==> src/rtl/oddr_burst_ctrl.sv <==
`default_nettype none
// +----------------------------------------------------------------------------+
// | oddr_burst_ctrl: ODDRE1 SR release sequencing and tristate-framed bursts.  |
// | Define ODDR_BURST_CTRL_B2B_EN to chain bursts directly from POST. Rev 1.0  |
// +----------------------------------------------------------------------------+
module oddr_burst_ctrl #(
    parameter int DW        = 8,
    parameter int BURST_LEN = 4,
    parameter int SR_HOLD   = 4,
    parameter int PRE       = 1,
    parameter int POST      = 1
) (
    input  logic          clk,
    input  logic          rst,
    input  logic          en,
    input  logic          wr_valid,
    output logic          wr_ready,
    input  logic [DW-1:0] wr_d1,
    input  logic [DW-1:0] wr_d2,
    output logic          oddr_sr,
    output logic [DW-1:0] oddr_d1,
    output logic [DW-1:0] oddr_d2,
    output logic          oddr_tri,
    output logic          link_rdy,
    output logic          busy,
    output logic          underrun
);

    localparam int C_SETTLE = 3;
    localparam int C_M0     = (SR_HOLD > C_SETTLE) ? SR_HOLD : C_SETTLE;
    localparam int C_M1     = (BURST_LEN > C_M0) ? BURST_LEN : C_M0;
    localparam int C_M2     = (PRE > C_M1) ? PRE : C_M1;
    localparam int C_MAX    = (POST > C_M2) ? POST : C_M2;
    localparam int C_CNT_W  = $clog2(C_MAX + 1);

    localparam logic [C_CNT_W-1:0] C_HOLD_LAST   = C_CNT_W'(SR_HOLD - 1);
    localparam logic [C_CNT_W-1:0] C_SETTLE_LAST = C_CNT_W'(C_SETTLE - 1);
    localparam logic [C_CNT_W-1:0] C_PRE_LAST    = C_CNT_W'(PRE - 1);
    localparam logic [C_CNT_W-1:0] C_BURST_LAST  = C_CNT_W'(BURST_LEN - 1);
    localparam logic [C_CNT_W-1:0] C_POST_LAST   = C_CNT_W'(POST - 1);

    typedef enum logic [2:0] {
        S_HOLD   = 3'd0,
        S_SETTLE = 3'd1,
        S_IDLE   = 3'd2,
        S_PRE    = 3'd3,
        S_BURST  = 3'd4,
        S_POST   = 3'd5
    } state_t;

    state_t               r_state;
    state_t               w_state_nxt;
    logic [C_CNT_W-1:0]   r_cnt;
    logic                 w_cnt_clr;
    logic                 w_in_burst;
    logic                 w_accept;
    logic                 w_frame;

    always_comb begin
        w_state_nxt = r_state;
        case (r_state)
            S_HOLD:   if (r_cnt == C_HOLD_LAST)   w_state_nxt = S_SETTLE;
            S_SETTLE: if (r_cnt == C_SETTLE_LAST) w_state_nxt = S_IDLE;
            S_IDLE:   if (wr_valid)               w_state_nxt = (PRE == 0) ? S_BURST : S_PRE;
            S_PRE:    if (r_cnt == C_PRE_LAST)    w_state_nxt = S_BURST;
            S_BURST:  if (r_cnt == C_BURST_LAST)  w_state_nxt = (POST == 0) ? S_IDLE : S_POST;
            S_POST: begin
                if (r_cnt == C_POST_LAST) begin
`ifdef ODDR_BURST_CTRL_B2B_EN
                    w_state_nxt = wr_valid ? S_BURST : S_IDLE;
`else
                    w_state_nxt = S_IDLE;
`endif
                end
            end
            default:  w_state_nxt = S_HOLD;
        endcase
        // Dropping enable overrides every transition and parks the ODDRs in reset.
        if (!en) begin
            w_state_nxt = S_HOLD;
        end
    end

    assign w_cnt_clr  = !en || (w_state_nxt != r_state) || (r_state == S_IDLE);
    assign w_in_burst = en && (r_state == S_BURST);
    assign w_accept   = w_in_burst && wr_valid;
    assign w_frame    = en && ((r_state == S_PRE) || (r_state == S_BURST) || (r_state == S_POST));

    always_ff @(posedge clk or posedge rst) begin
        if (rst) begin
            r_state  <= S_HOLD;
            r_cnt    <= '0;
            oddr_sr  <= 1'b1;
            oddr_tri <= 1'b1;
            oddr_d1  <= '0;
            oddr_d2  <= '0;
            wr_ready <= 1'b0;
            link_rdy <= 1'b0;
            busy     <= 1'b0;
            underrun <= 1'b0;
        end else begin
            r_state  <= w_state_nxt;
            r_cnt    <= w_cnt_clr ? '0 : r_cnt + C_CNT_W'(1);
            oddr_sr  <= (w_state_nxt == S_HOLD);
            // Tristate and data trail the state by one cycle to line up with the ODDR launch.
            oddr_tri <= !w_frame;
            oddr_d1  <= w_accept ? wr_d1 : '0;
            oddr_d2  <= w_accept ? wr_d2 : '0;
            underrun <= w_in_burst && !wr_valid;
            wr_ready <= (w_state_nxt == S_BURST);
            link_rdy <= (w_state_nxt != S_HOLD) && (w_state_nxt != S_SETTLE);
            busy     <= (w_state_nxt == S_PRE) || (w_state_nxt == S_BURST) ||
                        (w_state_nxt == S_POST);
        end
    end

endmodule
`default_nettype wire

==> config.mk <==
export PLATFORM = sky130hd
export DESIGN_NAME = oddr_burst_ctrl
export DESIGN_NICKNAME = d
export VERILOG_FILES = /design/src/rtl/oddr_burst_ctrl.sv
export SDC_FILE = /design/constraint.sdc
export NUM_CORES = 1
export LEC_CHECK = 0
export BUFFER_PORTS_ARGS = -buffer_cell sky130_fd_sc_hd__buf_2
export CAP_MARGIN = 20
export CORE_MARGIN = 2
export CORE_UTILIZATION = 52
export DETAILED_ROUTE_END_ITERATION = 12
export PLACE_DENSITY = 0.83
export RECOVER_POWER = 25
export SLEW_MARGIN = 10
export SYNTH_ARGS = -nofsm -noshare
export SYNTH_HDL_FRONTEND = slang
export SYNTH_SLANG_ARGS = --single-unit
==> constraint.sdc <==
create_clock -name clk -period 3.3 [get_ports clk]
set_input_delay 0 -clock clk [delete_from_list [all_inputs] [get_ports clk]]
set_output_delay 0 -clock clk [all_outputs]
set_load 0.005 [all_outputs]
==> impl_metrics.json, run 1 <==
{
  "ys_warn_count": 0,
  "p_int_mw": 0.569,
  "power.switching_mw": 0.198,
  "synth_flop_cell": "dfrtp_1",
  "die_w_um": 51.9,
  "rr_worst_depth": 3,
  "syn_area_per_cell_um2": 12.4,
  "syn_nets": 120,
  "fin_crit_sh_pct": 53.4,
  "areaGrowthSynthToFinish_pct": 40.1,
  "clock_skew_ns": 0.00405,
  "cts_buffers": 3,
  "rsz0062_at_grt": "false",
  "overflow": 0,
  "initial_core_util_pct": 54.4,
  "pwr-share-comb_pct": 20.8,
  "drt-total-wl_mm": 2.59,
  "yosysTopAreaCell": "dfrtp_1",
  "yosys.cell_types.count": 36,
  "clkPwrFrac_pct": 29.1,
  "p_seq_share_pct": 50.1,
  "p_leak_nw": 0.896,
  "critical_path_class": "register to register",
  "gp_congestion": 0.767,
  "drtIter0Drc": 36,
  "drc_errors": 0,
  "period_minus_slack_ns": 1.76,
  "critPathArrivalTime_ns": 2.04,
  "syn-cell-area_um2": 1190,
  "switching_share_pct": 25.8,
  "via_per_inst": 4.92,
  "postCtsSetupBuffers": 0,
  "grt_max_degree": 29,
  "finalSetupTns_ns": 0,
  "grt_usage_pct": 21.0,
  "grt_pass1_wl_mm": 4.08,
  "synth_area_leaders": "dfrtp_1 55%, and2_1 8.9%, dfstp_2 4.4%, ha_1 4.2%, inv_1 1.9%",
  "netlist_instances": 96,
  "fill_cells": 133,
  "hold_viol_final": 0,
  "nets": 183,
  "cts.htree.levels": 1,
  "tightestPinTransition_ns": 0.595,
  "peakVddDrop_uv": 569,
  "ios": 42,
  "vias": 915,
  "grt_pass1_vias": 873,
  "maxCapViolCount": 0,
  "reg2reg_from": "r_state[2]",
  "yosys.cell_count.top_type": "dfrtp_1",
  "antenna_found_initial": 0,
  "slew_headroom_pct": 60.3,
  "critPathMaxFanout": 11,
  "rrSetupSlack_ns": 1.54,
  "cts_sinks": 28,
  "reg2reg_to": "underrun",
  "cts_tree": "done",
  "fp.coreArea_um2": 2190,
  "fmax_mhz": 568,
  "antenna_left": 0,
  "ys_seq_elements": 28,
  "startpoint": "r_state[2]",
  "cts_root_buffer": "clkbuf_4",
  "synth-edff-count": 0,
  "yosysSeqAreaShare_pct": 59.0,
  "worstSetupStartpointType": "register",
  "slew_violations": 0,
  "io_buffers": 41,
  "outcome": "completed",
  "setup_viol": 0,
  "fin_hold_ws_ns": 0.290,
  "p_per_area_nw_per_um2": 459,
  "die_area_um2": 2690,
  "required_ns": 3.58,
  "end_kind": "register",
  "antennaDiodeCount": 0,
  "synth_common_cells": "26 x dfrtp_1, 17 x and2_1, 6 x inv_1",
  "yosysTopAreaCellShare_pct": 54.6,
  "drt_pass1_iterations": 4,
  "clk_path_buf_depth": 2,
  "dp_hpwl_mm": 1.55,
  "layout-drive-gt1-share_pct": 32.9,
  "hold_class": "input port to asynchronous set/reset pin",
  "std_cell_rows": 17,
  "ys_async_sr_fraction_pct": 100,
  "clock_latency_ns": 0.33,
  "routedWlPerCell_um": 13.9,
  "die_h_um": 51.9,
  "clk_pin_slew_worst_paths_ns": 0.15
}
[area by class of cell]
class,count,area (um^2),area share (%)
multi-input combinational,57,434,26.0
timing repair buffer,62,418,25.0
clock buffer,3,22.5,1.35
clock inverter,1,30.0,1.80
sequential,28,703,42.1
inverter,7,26.3,1.57
tap,28,35.0,2.10
[through the flow]
stage | instances | power (mW) | setup WS, ns | area (um^2) | utilization, %
floorplan | 96 | 0.487 | 1.73 | 1190 | -
global placement | 161 | 0.517 | 1.69 | 1400 | 64.1
detailed placement | 161 | 0.528 | 1.61 | 1400 | 64.1
CTS | 185 | 0.768 | 1.52 | 1660 | 75.6
global route | 186 | 0.806 | 1.39 | 1670 | 76.2
finish | 186 | 0.767 | 1.54 | 1670 | 76.2
[how the worst max path moves through the flow]
stage | to | slack, ns | cells past startpoint
6_report | underrun | 1.54 | 3
5_1_grt | r_cnt[2] | 1.39 | 6
4_1_cts | r_cnt[2] | 1.52 | 6
3_5_place_dp | r_cnt[2] | 1.61 | 6
3_3_place_gp | busy | 1.69 | 7
2_1_floorplan | busy | 1.73 | 7
[cell families after synthesis]
group	share of synthesized area (%)
adder cells (fa/ha/maj)	4.20
multiplexers	2.10
AND/OR/NAND/NOR	21.6
AO/OA/AOI/OAI	8.51
flip-flops	59.0
buffers and inverters	4.52
[power by group through the flow]
stage	sequential (mW)	clock (mW)	combinational (mW)
finish	0.385	0.223	0.159
global route	0.388	0.240	0.177
CTS	0.384	0.228	0.156
detailed placement	0.391	0	0.137
global placement	0.389	0	0.128
floorplan	0.382	0	0.105
[worst max-delay path, cell delays in order (launching register included)]
cell,delay (ns)
dfrtp_1,0.61
nor2b_1,0.31
nor4bb_1,0.22
dlygate4sd3_1,0.57
[state kept, by name (all words and copies together), names as in the netlist]
signal    cells
wr_ready      1
link_rdy      1
r_cnt         3
oddr_d1       8
oddr_tri      1
underrun      1
oddr_d2       8
oddr_sr       1
busy          1
r_state       3
[placed cells by master, fill, tap and decap left out, types with 3 or more instances in the layout]
cell	count
nor2b_1	3
nand2_1	4
ha_1	4
inv_1	6
dlygate4sd3_1	20
and2_1	17
clkbuf_4	3
buf_2	39
dfrtp_1	26
[metal layers]
layer | vias up | GRT usage [%] | part of all wire, %
met1 | 434 | 25.0 | 40
li1 | 449 | - | -
met3 | 3 | 2.59 | 4.3
met4 | 0 | 6.58 | 0.73
met2 | 29 | 38.8 | 55
met5 | - | 0 | 0
[what timing repair did]
item | CTS | global route
hold buffers | 20 | 0
gates resized for setup | 0 | 0
endpoints found under the hold margin | 50 | 0
(Power assumes the default switching activity.)
==> run 2: changes to the inputs <==
--- a/config.mk
+++ b/config.mk
@@ -8,9 +8,9 @@
 export BUFFER_PORTS_ARGS = -buffer_cell sky130_fd_sc_hd__buf_2
 export CAP_MARGIN = 20
 export CORE_MARGIN = 2
-export CORE_UTILIZATION = 52
+export CORE_UTILIZATION = 43
 export DETAILED_ROUTE_END_ITERATION = 12
-export PLACE_DENSITY = 0.83
+export PLACE_DENSITY = 0.73
 export RECOVER_POWER = 25
 export SLEW_MARGIN = 10
 export SYNTH_ARGS = -nofsm -noshare
==> constraint.sdc (replaced) <==
create_clock -name clk -period 1.6 [get_ports clk]
set_input_delay 0 -clock clk [delete_from_list [all_inputs] [get_ports clk]]
set_output_delay 0 -clock clk [all_outputs]
set_load 0.005 [all_outputs]
==> impl_metrics.json, run 2 (same netlist as run 1, synthesis figures left out) <==
{
  "ios": 42,
  "setup_slack_ns": -0.0365,
  "hold_class": "input port to asynchronous set/reset pin",
  "slew_headroom_pct": 56.2,
  "clk_path_buf_depth": 2,
  "cts_sinks": 28,
  "nets": 192,
  "std_cell_rows": 19,
  "cts.htree.levels": 1,
  "required_ns": 1.83,
  "drt_pass1_iterations": 4,
  "setup_viol": 1,
  "gp_congestion": 0.799,
  "hold_viol_final": 0,
  "multi_input_area_um2": 544,
  "grt_pass1_wl_mm": 4.49,
  "post_dp_cell_area_um2": 1470,
  "fill_cells": 197,
  "vias": 961,
  "violations": "negative setup slack",
  "drc_errors": 0,
  "clock_skew_ns": 0.00313,
  "antenna_found_initial": 0,
  "seq_area_um2": 707,
  "clk_pin_slew_worst_paths_ns": 0.14,
  "die_h_um": 56.6,
  "final_cell_mix": "41 x buf_2, 23 x dfrtp_1, 19 x dlygate4sd3_1, 17 x and2_1, 8 x buf_4",
  "initial_core_util_pct": 44.3,
  "critPathMaxFanout": 4,
  "fin_hold_ws_ns": 0.377,
  "fin_area_um2": 1850,
  "die_area_um2": 3210,
  "maxCapViolCount": 0,
  "slew_violations": 0,
  "die_w_um": 56.6,
  "p_per_area_nw_per_um2": 919,
  "io_buffers": 41,
  "mostFrequentLayoutCell": "buf_2",
  "antenna_left": 0,
  "reg.largest.list": "oddr_d1 (8), oddr_d2 (8)",
  "peakVddDrop_uv": 818,
  "rsz0062_at_grt": "true",
  "critical_path_class": "register to register",
  "path_cells": "inv_2 -> ha_4 -> and3b_2 -> mux2_4 -> nand2_4 -> inv_4 -> a31o_1",
  "cts_buffers": 3,
  "end_kind": "register",
  "outcome": "finished, violations left",
  "cts_root_buffer": "clkbuf_4",
  "drtIter0Drc": 16,
  "critPathArrivalTime_ns": 1.86,
  "slowest_stage": "dfrtp_2",
  "worstSetupStartpointType": "register",
  "finalSetupTns_ns": -0.0365,
  "routedWlPerCell_um": 13.9,
  "layout-drive-gt1-share_pct": 47.9,
  "cts_tree": "done",
  "areaGrowthSynthToFinish_pct": 55.0,
  "via_per_inst": 4.85,
  "dp_hpwl_mm": 1.63,
  "fmax_mhz": 611,
  "grt_max_degree": 29,
  "drt-total-wl_mm": 2.74,
  "p_leak_nw": 0.952,
  "period_minus_slack_ns": 1.64,
  "fin_crit_sh_pct": 102,
  "place_ws_ns": -0.0761,
  "fp.coreArea_um2": 2690,
  "antennaDiodeCount": 0,
  "tightestPinTransition_ns": 0.658,
  "grt_pass1_vias": 986,
  "clock_latency_ns": 0.32,
  "grt_usage_pct": 18.3,
  "overflow": 0,
  "utilization_pct": 68.7,
  "max_stage_delay_ns": 0.48
}
[run 2: cell types whose count changed in the layout (fill, tap and decap cells not counted), sizes merged]
cell,before,now
buf,40,51
dlygate4sd3,20,19
bufinv,1,0
[run 2: final timing paths]
check	cells after the start	start	slack, ns	endpoint
worst max-delay path	7	r_cnt[1]	-0.04	busy
worst min register to register	2	r_state[0]	0.70	underrun
worst min-delay path	4	rst	0.38	r_state[0]
min in group clk	3	wr_valid	0.38	underrun
worst max register to register	7	r_cnt[1]	-0.04	busy
max in group asynchronous	4	rst	0.77	r_cnt[1]
[run 2: per-layer routing]
layer | share of wire [%] | vias up | routed length (um) | GRT usage (%)
li1 | - | 466 | - | -
met5 | 0 | - | 0 | 0
met4 | 2.3 | 0 | 64 | 6.80
met1 | 38 | 456 | 1040 | 21.3
met2 | 55 | 30 | 1500 | 32.7
met3 | 5.0 | 9 | 137 | 3.92
[run 2: what timing repair did]
action / in CTS / in global routing
endpoints found under the setup margin: 4 / 24
hold endpoints to repair: 48 / 0
resized for setup: 7 / 19
pin swaps: 4 / 7
setup buffers: 3 / 2
hold buffers: 19 / 0
[run 2: layout make-up]
cell class | instances | share of cell area, %
multi-input combinational | 57 | 29.5
tap | 31 | 2.10
inverter | 7 | 1.56
sequential | 28 | 38.3
timing repair buffer | 71 | 26.6
clock buffer | 4 | 1.96
[run 2: worst max-delay path: cells and delay by family, from the launching register on]
| kind | cells | cell delay [ns] |
|---|---|---|
| AND/OR/NAND/NOR | 2 | 0.30 |
| AO/OA/AOI/OAI | 1 | 0.18 |
| flip-flops | 1 | 0.48 |
| multiplexers | 1 | 0.32 |
| buffers and inverters | 2 | 0.14 |
| adder cells (fa/ha/maj) | 1 | 0.14 |
[run 2: metrics by stage]
stage                     std cells  power, mW
final                           198       1.70
after CTS                       196       1.56
after floorplan                  96       1.01
after global placement          170       1.09
after detailed placement        170       1.11
after global routing            198       1.80
[run 2: report_power, final]
part	leakage (nW)	switching, mW	total [mW]	internal [mW]
Clock	0.0210	0.196	0.335	0.139
Combinational	0.554	0.239	0.555	0.315
Sequential	0.377	0.0554	0.808	0.753
